[config.mk]
export PLATFORM = sky130hd
export DESIGN_NAME = prog_loader
export DESIGN_NICKNAME = d
export VERILOG_FILES = /design/src/rtl/t1_pkg.sv /design/src/rtl/inactivity_timer.sv /design/src/rtl/prog_loader.sv
export SDC_FILE = /design/constraint.sdc
export NUM_CORES = 1
export LEC_CHECK = 0
export BUFFER_PORTS_ARGS = -buffer_cell sky130_fd_sc_hd__buf_2
export CORE_ASPECT_RATIO = 1.2
export CORE_MARGIN = 3
export CORE_UTILIZATION = 30
export CTS_CLUSTER_DIAMETER = 50
export DETAILED_ROUTE_END_ITERATION = 7
export GPL_TIMING_DRIVEN = 0
export PLACE_DENSITY = 0.46
export SLEW_MARGIN = 20
export SYNTH_ARGS = -nofsm -noshare
export SYNTH_HDL_FRONTEND = slang
export SYNTH_SLANG_ARGS = --single-unit
[constraint.sdc]
create_clock -name clk -period 5.45 [get_ports clk]
set_input_delay 0.2725 -clock clk [delete_from_list [all_inputs] [get_ports clk]]
set_output_delay 0.2725 -clock clk [all_outputs]
set_load 0.01 [all_outputs]
[src/rtl/t1_pkg.sv]
// Shared constants and types for the program-memory loader path.
// The address/data widths here must match the core and the 256x8 program RAM.
package t1_pkg;

    localparam int ADDR_W = 8;
    localparam int DATA_W = 8;
    localparam logic [7:0] SYNC_BYTE = 8'hA5;

    typedef enum logic [2:0] {
        IDLE,
        LEN,
        DATA,
        CSUM,
        FINISH
    } state_e;

endpackage

[src/rtl/inactivity_timer.sv]
// Counts idle cycles and flags expiry after TIMEOUT-1 of them.
// clear_i has priority over enable_i. The count saturates so that expired_o stays high until cleared.
module inactivity_timer #(
    parameter int TIMEOUT = 5000
) (
    input  logic clk,
    input  logic reset,
    input  logic clear_i,
    input  logic enable_i,
    output logic expired_o
);

    localparam int CW = (TIMEOUT > 2) ? $clog2(TIMEOUT) : 1;
    localparam logic [CW-1:0] LAST = CW'(TIMEOUT - 1);

    logic [CW-1:0] count_q;

    always_ff @(posedge clk) begin
        if (reset || clear_i) begin
            count_q <= '0;
        end else if (enable_i && (count_q != LAST)) begin
            count_q <= count_q + 1'b1;
        end
    end

    assign expired_o = (count_q == LAST);

endmodule

[src/rtl/prog_loader.sv]
// Receives framed bytes (sync, length, payload, checksum) and writes the payload into program memory.
// While a frame is being loaded, the block holds the core stopped.
module prog_loader #(
    parameter int                 ADDR_W    = t1_pkg::ADDR_W,
    parameter int                 DATA_W    = t1_pkg::DATA_W,
    parameter logic [DATA_W-1:0]  SYNC_BYTE = t1_pkg::SYNC_BYTE,
    parameter int                 TIMEOUT   = 5000
) (
    input  logic              clk,
    input  logic              reset,
    input  logic              in_valid,
    input  logic [DATA_W-1:0] in_data,
    output logic              in_ready,
    output logic              mem_we,
    output logic [ADDR_W-1:0] mem_addr,
    output logic [DATA_W-1:0] mem_data,
    output logic              cpu_hold,
    output logic              load_done,
    output logic              load_err,
    output logic [ADDR_W:0]   load_count
);

    import t1_pkg::*;

    localparam int CNT_W = ADDR_W + 1;

    state_e            state_q;
    logic              in_ready_q;
    logic              mem_we_q;
    logic [ADDR_W-1:0] mem_addr_q;
    logic [DATA_W-1:0] mem_data_q;
    logic              cpu_hold_q;
    logic              load_done_q;
    logic              load_err_q;
    logic [CNT_W-1:0]  load_count_q;
    logic [CNT_W-1:0]  remaining_q;
    logic [DATA_W-1:0] sum_q;
    logic [DATA_W-1:0] sum_d;

    logic accept;
    logic frame_active;
    logic timer_expired;

    assign accept       = in_valid && in_ready_q;
    assign frame_active = (state_q == LEN) || (state_q == DATA) || (state_q == CSUM);
    assign sum_d        = sum_q + in_data;

    inactivity_timer #(
        .TIMEOUT (TIMEOUT)
    ) u_timer (
        .clk       (clk),
        .reset     (reset),
        .clear_i   (accept || !frame_active),
        .enable_i  (frame_active),
        .expired_o (timer_expired)
    );

    // An accept on the expiry cycle wins over the timeout, since that cycle was not idle.
    always_ff @(posedge clk) begin
        if (reset) begin
            state_q      <= IDLE;
            in_ready_q   <= 1'b1;
            mem_we_q     <= 1'b0;
            mem_addr_q   <= '0;
            mem_data_q   <= '0;
            cpu_hold_q   <= 1'b0;
            load_done_q  <= 1'b0;
            load_err_q   <= 1'b0;
            load_count_q <= '0;
            remaining_q  <= '0;
            sum_q        <= '0;
        end else begin
            mem_we_q <= 1'b0;
            case (state_q)
                IDLE: begin
                    if (accept && (in_data == SYNC_BYTE)) begin
                        state_q      <= LEN;
                        cpu_hold_q   <= 1'b1;
                        load_done_q  <= 1'b0;
                        load_err_q   <= 1'b0;
                        load_count_q <= '0;
                        sum_q        <= '0;
                    end
                end
                LEN: begin
                    if (accept) begin
                        remaining_q <= (in_data == '0) ? (CNT_W'(1) << ADDR_W) : CNT_W'(in_data);
                        state_q     <= DATA;
                    end else if (timer_expired) begin
                        load_err_q <= 1'b1;
                        state_q    <= IDLE;
                    end
                end
                DATA: begin
                    if (accept) begin
                        sum_q        <= sum_d;
                        remaining_q  <= remaining_q - 1'b1;
                        load_count_q <= load_count_q + 1'b1;
                        mem_we_q     <= 1'b1;
                        mem_addr_q   <= load_count_q[ADDR_W-1:0];
                        mem_data_q   <= in_data;
                        if (remaining_q == CNT_W'(1)) begin
                            state_q <= CSUM;
                        end
                    end else if (timer_expired) begin
                        load_err_q <= 1'b1;
                        state_q    <= IDLE;
                    end
                end
                CSUM: begin
                    if (accept) begin
                        if (in_data == sum_q) begin
                            load_done_q <= 1'b1;
                        end else begin
                            load_err_q <= 1'b1;
                        end
                        state_q    <= FINISH;
                        in_ready_q <= 1'b0;
                    end else if (timer_expired) begin
                        load_err_q <= 1'b1;
                        state_q    <= IDLE;
                    end
                end
                FINISH: begin
                    // A failed frame leaves memory untrustworthy, so the core stays held.
                    if (load_done_q) begin
                        cpu_hold_q <= 1'b0;
                    end
                    state_q    <= IDLE;
                    in_ready_q <= 1'b1;
                end
                default: begin
                    state_q    <= IDLE;
                    in_ready_q <= 1'b1;
                end
            endcase
        end
    end

    assign in_ready   = in_ready_q;
    assign mem_we     = mem_we_q;
    assign mem_addr   = mem_addr_q;
    assign mem_data   = mem_data_q;
    assign cpu_hold   = cpu_hold_q;
    assign load_done  = load_done_q;
    assign load_err   = load_err_q;
    assign load_count = load_count_q;

endmodule
==> results of run 1 <==
report_power, final:
part	internal [W]	switching [W]	leakage [nW]	total, W
sequential	0.000462	0.000000988	0.507	0.000463
combinational	0.0000149	0.0000283	0.820	0.0000432
clock	0.000472	0.000211	0.176	0.000682
total	0.000948	0.000240	1.50	0.00119
worst max-delay path, stage by stage (launching register included):
cell and delay, ns:
dfxtp_1 0.35, clkbuf_1 0.34, nand2b_1 0.13, a21oi_1 0.63, o21ai_0 0.24, a22oi_1 0.19, nor2_1 0.05
synth_stat cells (all sizes together) (5+ instances only):
cell,number,area share [%]
a211oi,5,1.2
a21oi,35,5.5
a22oi,8,1.9
and3,8,1.6
buf,7,1.3
clkbuf,10,1.2
dfxtp,63,40
ha,11,4.3
inv,6,0.71
nand2,51,6.1
nand3,7,1.1
nand4,8,1.6
nor2,50,6.0
nor3,10,1.6
nor4,5,1.5
o21ai,18,2.8
xor2,16,4.4
area by class of cell:
class                   count  area [um^2]
plain buffers              17         80.1
fillers                  1086         6280
multi-input cells         300         1810
well taps                 126          158
flip-flops and latches     63         1260
inverters                   6         22.5
clock inverters             5          104
repair buffers             38          190
clock buffers              11          253
flip-flops by register name (all words and copies together) (netlist names):
name / flops
mem_data: 8
u_timer.count_q: 13
cpu_hold: 1
load_done: 1
state_q: 3
in_ready: 1
remaining_q: 9
load_count: 9
sum_q: 8
load_err: 1
mem_we: 1
mem_addr: 8
cells by family (layout without fill, tap and decap cells):
kind of cell	Yosys count	in the layout
AND/OR/NAND/NOR	169	169
buffers and inverters	23	77
XOR/XNOR	19	19
adder cells (fa/ha/maj)	12	12
AO/OA/AOI/OAI	97	97
flip-flops	63	63
multiplexers	3	3
metal layers:
metal / GRT usage [%] / wire length (um) / vias to the layer above
li1: - / - / 1488
met3: 3.07 / 272 / 6
met5: 0 / 0 / -
met4: 4.95 / 84 / 0
met2: 23.5 / 4070 / 55
met1: 20.2 / 4280 / 1400
worst paths after layout:
kind | to | slack [ns] | cells after the start
setup / recovery | remaining_q[3] | 3.39 | 6
hold / removal | mem_data[7] | 0.22 | 3
setup reg to reg | remaining_q[3] | 3.39 | 6
hold reg to reg | mem_data[2] | 0.45 | 2
placed cells by master, fill, tap and decap left out, drive strengths merged, types with 4 or more instances in the layout:
master,synthesis,layout
and3,8,8
a21oi,35,35
o21ai,18,18
nor3b,4,4
clkbuf,10,21
nand4,8,8
buf,7,45
a21o,4,4
nand2b,4,4
o2111ai,4,4
nand2,51,51
xor2,16,16
a22oi,8,8
ha,11,11
a211oi,5,5
inv,6,6
nor2,50,50
or4,4,4
dfxtp,63,63
nor4,5,5
nor3,10,10
nand3,7,7
per-stage QoR:
stage                     hold slack, ns  instances  utilization (%)  power (W)  cell area, um^2
after floorplan                    0.408        386                -   0.000499             3170
after global placement             0.443        550             34.7   0.000516             3520
after detailed placement           0.446        550             34.7   0.000517             3520
after CTS                          0.208        566             38.2    0.00121             3880
after global routing               0.211        566             38.2    0.00123             3880
final                              0.218        566             38.2    0.00119             3880
==> impl_metrics.yaml, run 1 <==
status:
  status: "completed"
global_routing:
  grtUsageTotal_pct: 14.9
  grt_pass1_vias: 2750
  grt_overflow: 0
  antenna_found_initial: 0
  grt_pass1_wl_mm: 14.1
  grt_max_degree: 12
sta:
  finalMaxSlewViolations: 0
  rsz0062_at_grt: "false"
  setup_tns_ns: 0
  fin_ws_ns: 3.39
  finalHoldViolCount: 0
  setup_viol: 0
  post-route-period-util_pct: 37.8
  fmax_mhz: 486
  worst_clock_skew_ns: 0.00537
  period_needed_ns: 2.06
  slew_headroom_pct: 49.0
  worst_pin_slew_ns: 0.763
final_layout:
  area_growth_pct: 22.2
  nets: 458
  diodes: 0
  final_layout_size_suffix_gt1_share_pct: 15.9
placement:
  dp_hpwl_mm: 6.32
  portBuffers: 38
  pre_cts_slack_ns: 3.19
  place_congestion: 0.809
setup_path:
  rr_startpoint: "state_q[0]"
  critical_path_required_ns: 5.64
  crit_start: "state_q[0]"
  worstPathArrival_ns: 2.25
  cp-end-kind: "register"
  timing_worst_setup_path_type: "reg -> reg"
  critical_path.max_fanout: 10
  startpoint_type: "register"
clocking:
  cts_buffers: 9
  tritoncts: "yes"
  post_cts_resized: 0
  htreeDepth: 3
  cts.sinks: 63
  post_cts_buffers: 0
  cts_root_buf: "clkbuf_16"
  insertion_delay_ns: 0.32
  clk_pin_slew_worst_paths_ns: 0.06
  holdBufCountCts: 0
  cts_buffer_depth: 2
drt:
  route.detailed.drc: 0
  dr_total_vias: 2949
  dr.pass1.iters: 4
  wl_mm: 8.70
  vias_per_cell: 5.21
  drtAntennaViolNets: 0
  wl_per_cell_um: 15.4
  drt_iter0_markers: 66
logic_synthesis:
  synth_flop_cell: "dfxtp_1"
  ys_async_sr_fraction_pct: 0
  syn_avg_cell_area_um2: 8.22
  ys_warn_count: 0
  synth_fp_nets: 409
  synth_compound_area_share_pct: 19.3
  synth_area_um2: 3170
  synth_edf_count: 0
  ys_seq_area_share_pct: 39.7
  synth_mux_area_share_pct: 0.946
  synth-simple-area-share_pct: 26.6
  synth_top_family_by_area: "simple AND/OR/NAND/NOR gates"
  ys_types: 61
  yosys.area_share.adder_pct: 4.97
  netlist_instances: 386
  ys_ff_latch: 63
  synth_xor_area_share_pct: 5.24
power_and_ir_drop:
  vdd_drop_max_uv: 164
  powerDensity_nw_per_um2: 306
  leakagePower_nw: 1.50
worst_hold_path:
  hp-start: "in_data[7]"
  min_path_type: "in -> reg"
floorplanning:
  coreArea_um2: 10200
  initial_core_util_pct: 31.2
  die_w_um: 99.9
  die_h_um: 119
  dieArea_um2: 11900
  ios: 41
  fp-row-count: 40
job:
  drv_cap: 0
Power figures use the tool's default switching activity.
==> inputs of run 2 (changes only) <==
Settings changed: ABC_AREA from default to 1.
Clock period 5.45 ns to 1.9 ns, I/O delays scaled along.
==> impl_metrics.yaml, run 2 <==
status:
  status: "completed"
sta:
  rsz0062_at_grt: "false"
  slew_headroom_pct: 51.7
  setup_viol: 0
  worst_pin_slew_ns: 0.725
  setup_tns_ns: 0
  worst_clock_skew_ns: 0.00971
  post-route-period-util_pct: 91.4
  finalHoldViolCount: 0
  fmax_mhz: 576
  period_needed_ns: 1.74
  finalMaxSlewViolations: 0
final_layout:
  diodes: 0
  nets: 595
  regMostFlops: "u_timer.count_q"
  fin_util_pct: 37.2
  area_growth_pct: 20.7
  final_layout_size_suffix_gt1_share_pct: 17.9
  layout_common_cells: "nand2_1 (141), dfxtp_1 (63), nor2_1 (61)"
  layout_commonest_cell: "nand2_1"
  stdcell_area_um2: 4320
  largest_reg_flops: 13
global_routing:
  antenna_found_initial: 0
  grt_pass1_wl_mm: 16.2
  grtUsageTotal_pct: 15.4
  grt_pass1_vias: 3200
  grt_overflow: 0
  grt_max_degree: 11
logic_synthesis:
  ys_seq_area_share_pct: 35.2
  synthTopCellsByCount: "nand2_1 (141), dfxtp_1 (63), nor2_1 (61)"
  synth_area_leader_cell: "dfxtp_1"
  ys_types: 40
  synth_most_common_cell: "nand2_1"
  syn_avg_cell_area_um2: 6.87
  synth_top_area_share_pct: 35.2
  synth_area_leaders: "dfxtp_1 (35%), nand2_1 (15%), nor2_1 (6.4%)"
  synth_edf_count: 0
  synth_flop_cell: "dfxtp_1"
  ys_async_sr_fraction_pct: 0
  netlist_instances: 521
  synth_area_um2: 3580
  ys_warn_count: 0
  ys_ff_latch: 63
  synth_fp_nets: 544
setup_path:
  timing_worst_setup_path_type: "reg -> reg"
  startpoint_type: "register"
  critical_path.max_fanout: 3
  cp-end-kind: "register"
  worstPathArrival_ns: 1.96
  critical_path_required_ns: 2.12
power_and_ir_drop:
  seqPwrFrac_pct: 39.2
  vdd_drop_max_uv: 413
  combPwrFrac_pct: 5.3
  power.internal_w: 0.00268
  switching_share_pct: 21.2
  totalPowerFinal_w: 0.00340
  leakagePower_nw: 1.88
  power.switching_w: 0.000721
  powerDensity_nw_per_um2: 787
  p_clk_share_pct: 55.5
drt:
  wl_met2_mm: 4.84
  vias_per_cell: 4.63
  wl_per_cell_um: 13.4
  drtAntennaViolNets: 0
  top_layer_used: "met4"
  met3_length_um: 202
  route.detailed.drc: 0
  drt_iter0_markers: 122
  dr_total_vias: 3400
  dr.pass1.iters: 4
  wl_mm: 9.84
  met1_length_mm: 4.73
clocking:
  tritoncts: "yes"
  post_cts_buffers: 0
  holdBufCountCts: 0
  clk_pin_slew_worst_paths_ns: 0.06
  cts.sinks: 63
  insertion_delay_ns: 0.33
  cts_buffer_depth: 2
  cts_buffers: 9
  cts_root_buf: "clkbuf_16"
  post_cts_resized: 0
  htreeDepth: 3
placement:
  dp_hpwl_mm: 7.45
  placed_cell_area_um2: 3980
  place_congestion: 0.853
  portBuffers: 40
floorplanning:
  die_w_um: 106
  die_h_um: 126
  ios: 41
  fp-row-count: 43
  initial_core_util_pct: 30.8
  dieArea_um2: 13300
  coreArea_um2: 11600
worst_hold_path:
  min_path_type: "in -> reg"
job:
  drv_cap: 0
-- run 2: logic make-up (layout without fill, tap and decap cells) --
logic type	count (synthesis)	in the layout	synth area share, %
and+or+nand+nor	268	268	32.8
AOI/OAI and AO/OA	97	97	15.3
buffers and inverters	71	127	9.75
DFF	63	63	35.2
adders and majority gates	12	12	4.40
xor gates and xnor gates	10	10	2.45
-- run 2: final cells by class --
type / count / area (um^2)
plain buffers: 13 / 115
clock buffers: 14 / 284
clock inverters: 2 / 60.1
fillers: 1290 / 7300
inverters: 58 / 234
multi-input cells: 387 / 1970
flip-flops and latches: 63 / 1260
well taps: 157 / 196
repair buffers: 40 / 200
-- run 2: worst paths after layout --
kind,slack [ns],endpoint,start,cells after the start
max,0.16,sum_q[4],sum_q[0],7
min,0.05,in_ready,reset,3
max reg2reg,0.16,sum_q[4],sum_q[0],7
min reg2reg,0.46,mem_addr[4],mem_addr[4],2
-- run 2: per-layer routing --
| layer | up-vias | global-route usage (%) |
|---|---|---|
| met4 | 0 | 5.87 |
| met3 | 6 | 2.51 |
| met5 | - | 0 |
| met2 | 43 | 26.2 |
| met1 | 1568 | 19.5 |
| li1 | 1783 | - |
-- run 2: through the flow --
step	hold slack (ns)	std cells	setup slack, ns
floorplan	0.198	521	0.283
global placement	0.379	718	0.175
detailed placement	0.380	718	0.180
CTS	0.0403	734	0.168
global route	0.0612	734	0.00837
finish	0.0478	734	0.163
-- run 2: power groups by stage --
stage | clock [W] | sequential, W | combinational (W)
after floorplan | 0 | 0.00136 | 0.000117
after global placement | 0 | 0.00136 | 0.000181
after detailed placement | 0 | 0.00136 | 0.000182
after CTS | 0.00192 | 0.00133 | 0.000182
after global routing | 0.00199 | 0.00133 | 0.000201
final | 0.00189 | 0.00133 | 0.000180
-- run 2: critical path: stages (launching register included) --
cell and delay (ns):
dfxtp_1 0.32, ha_1 0.21, fa_1 0.43, nand3_1 0.11, nand3_1 0.08, or2_2 0.29
a21oi_2 0.13, nor2_1 0.05
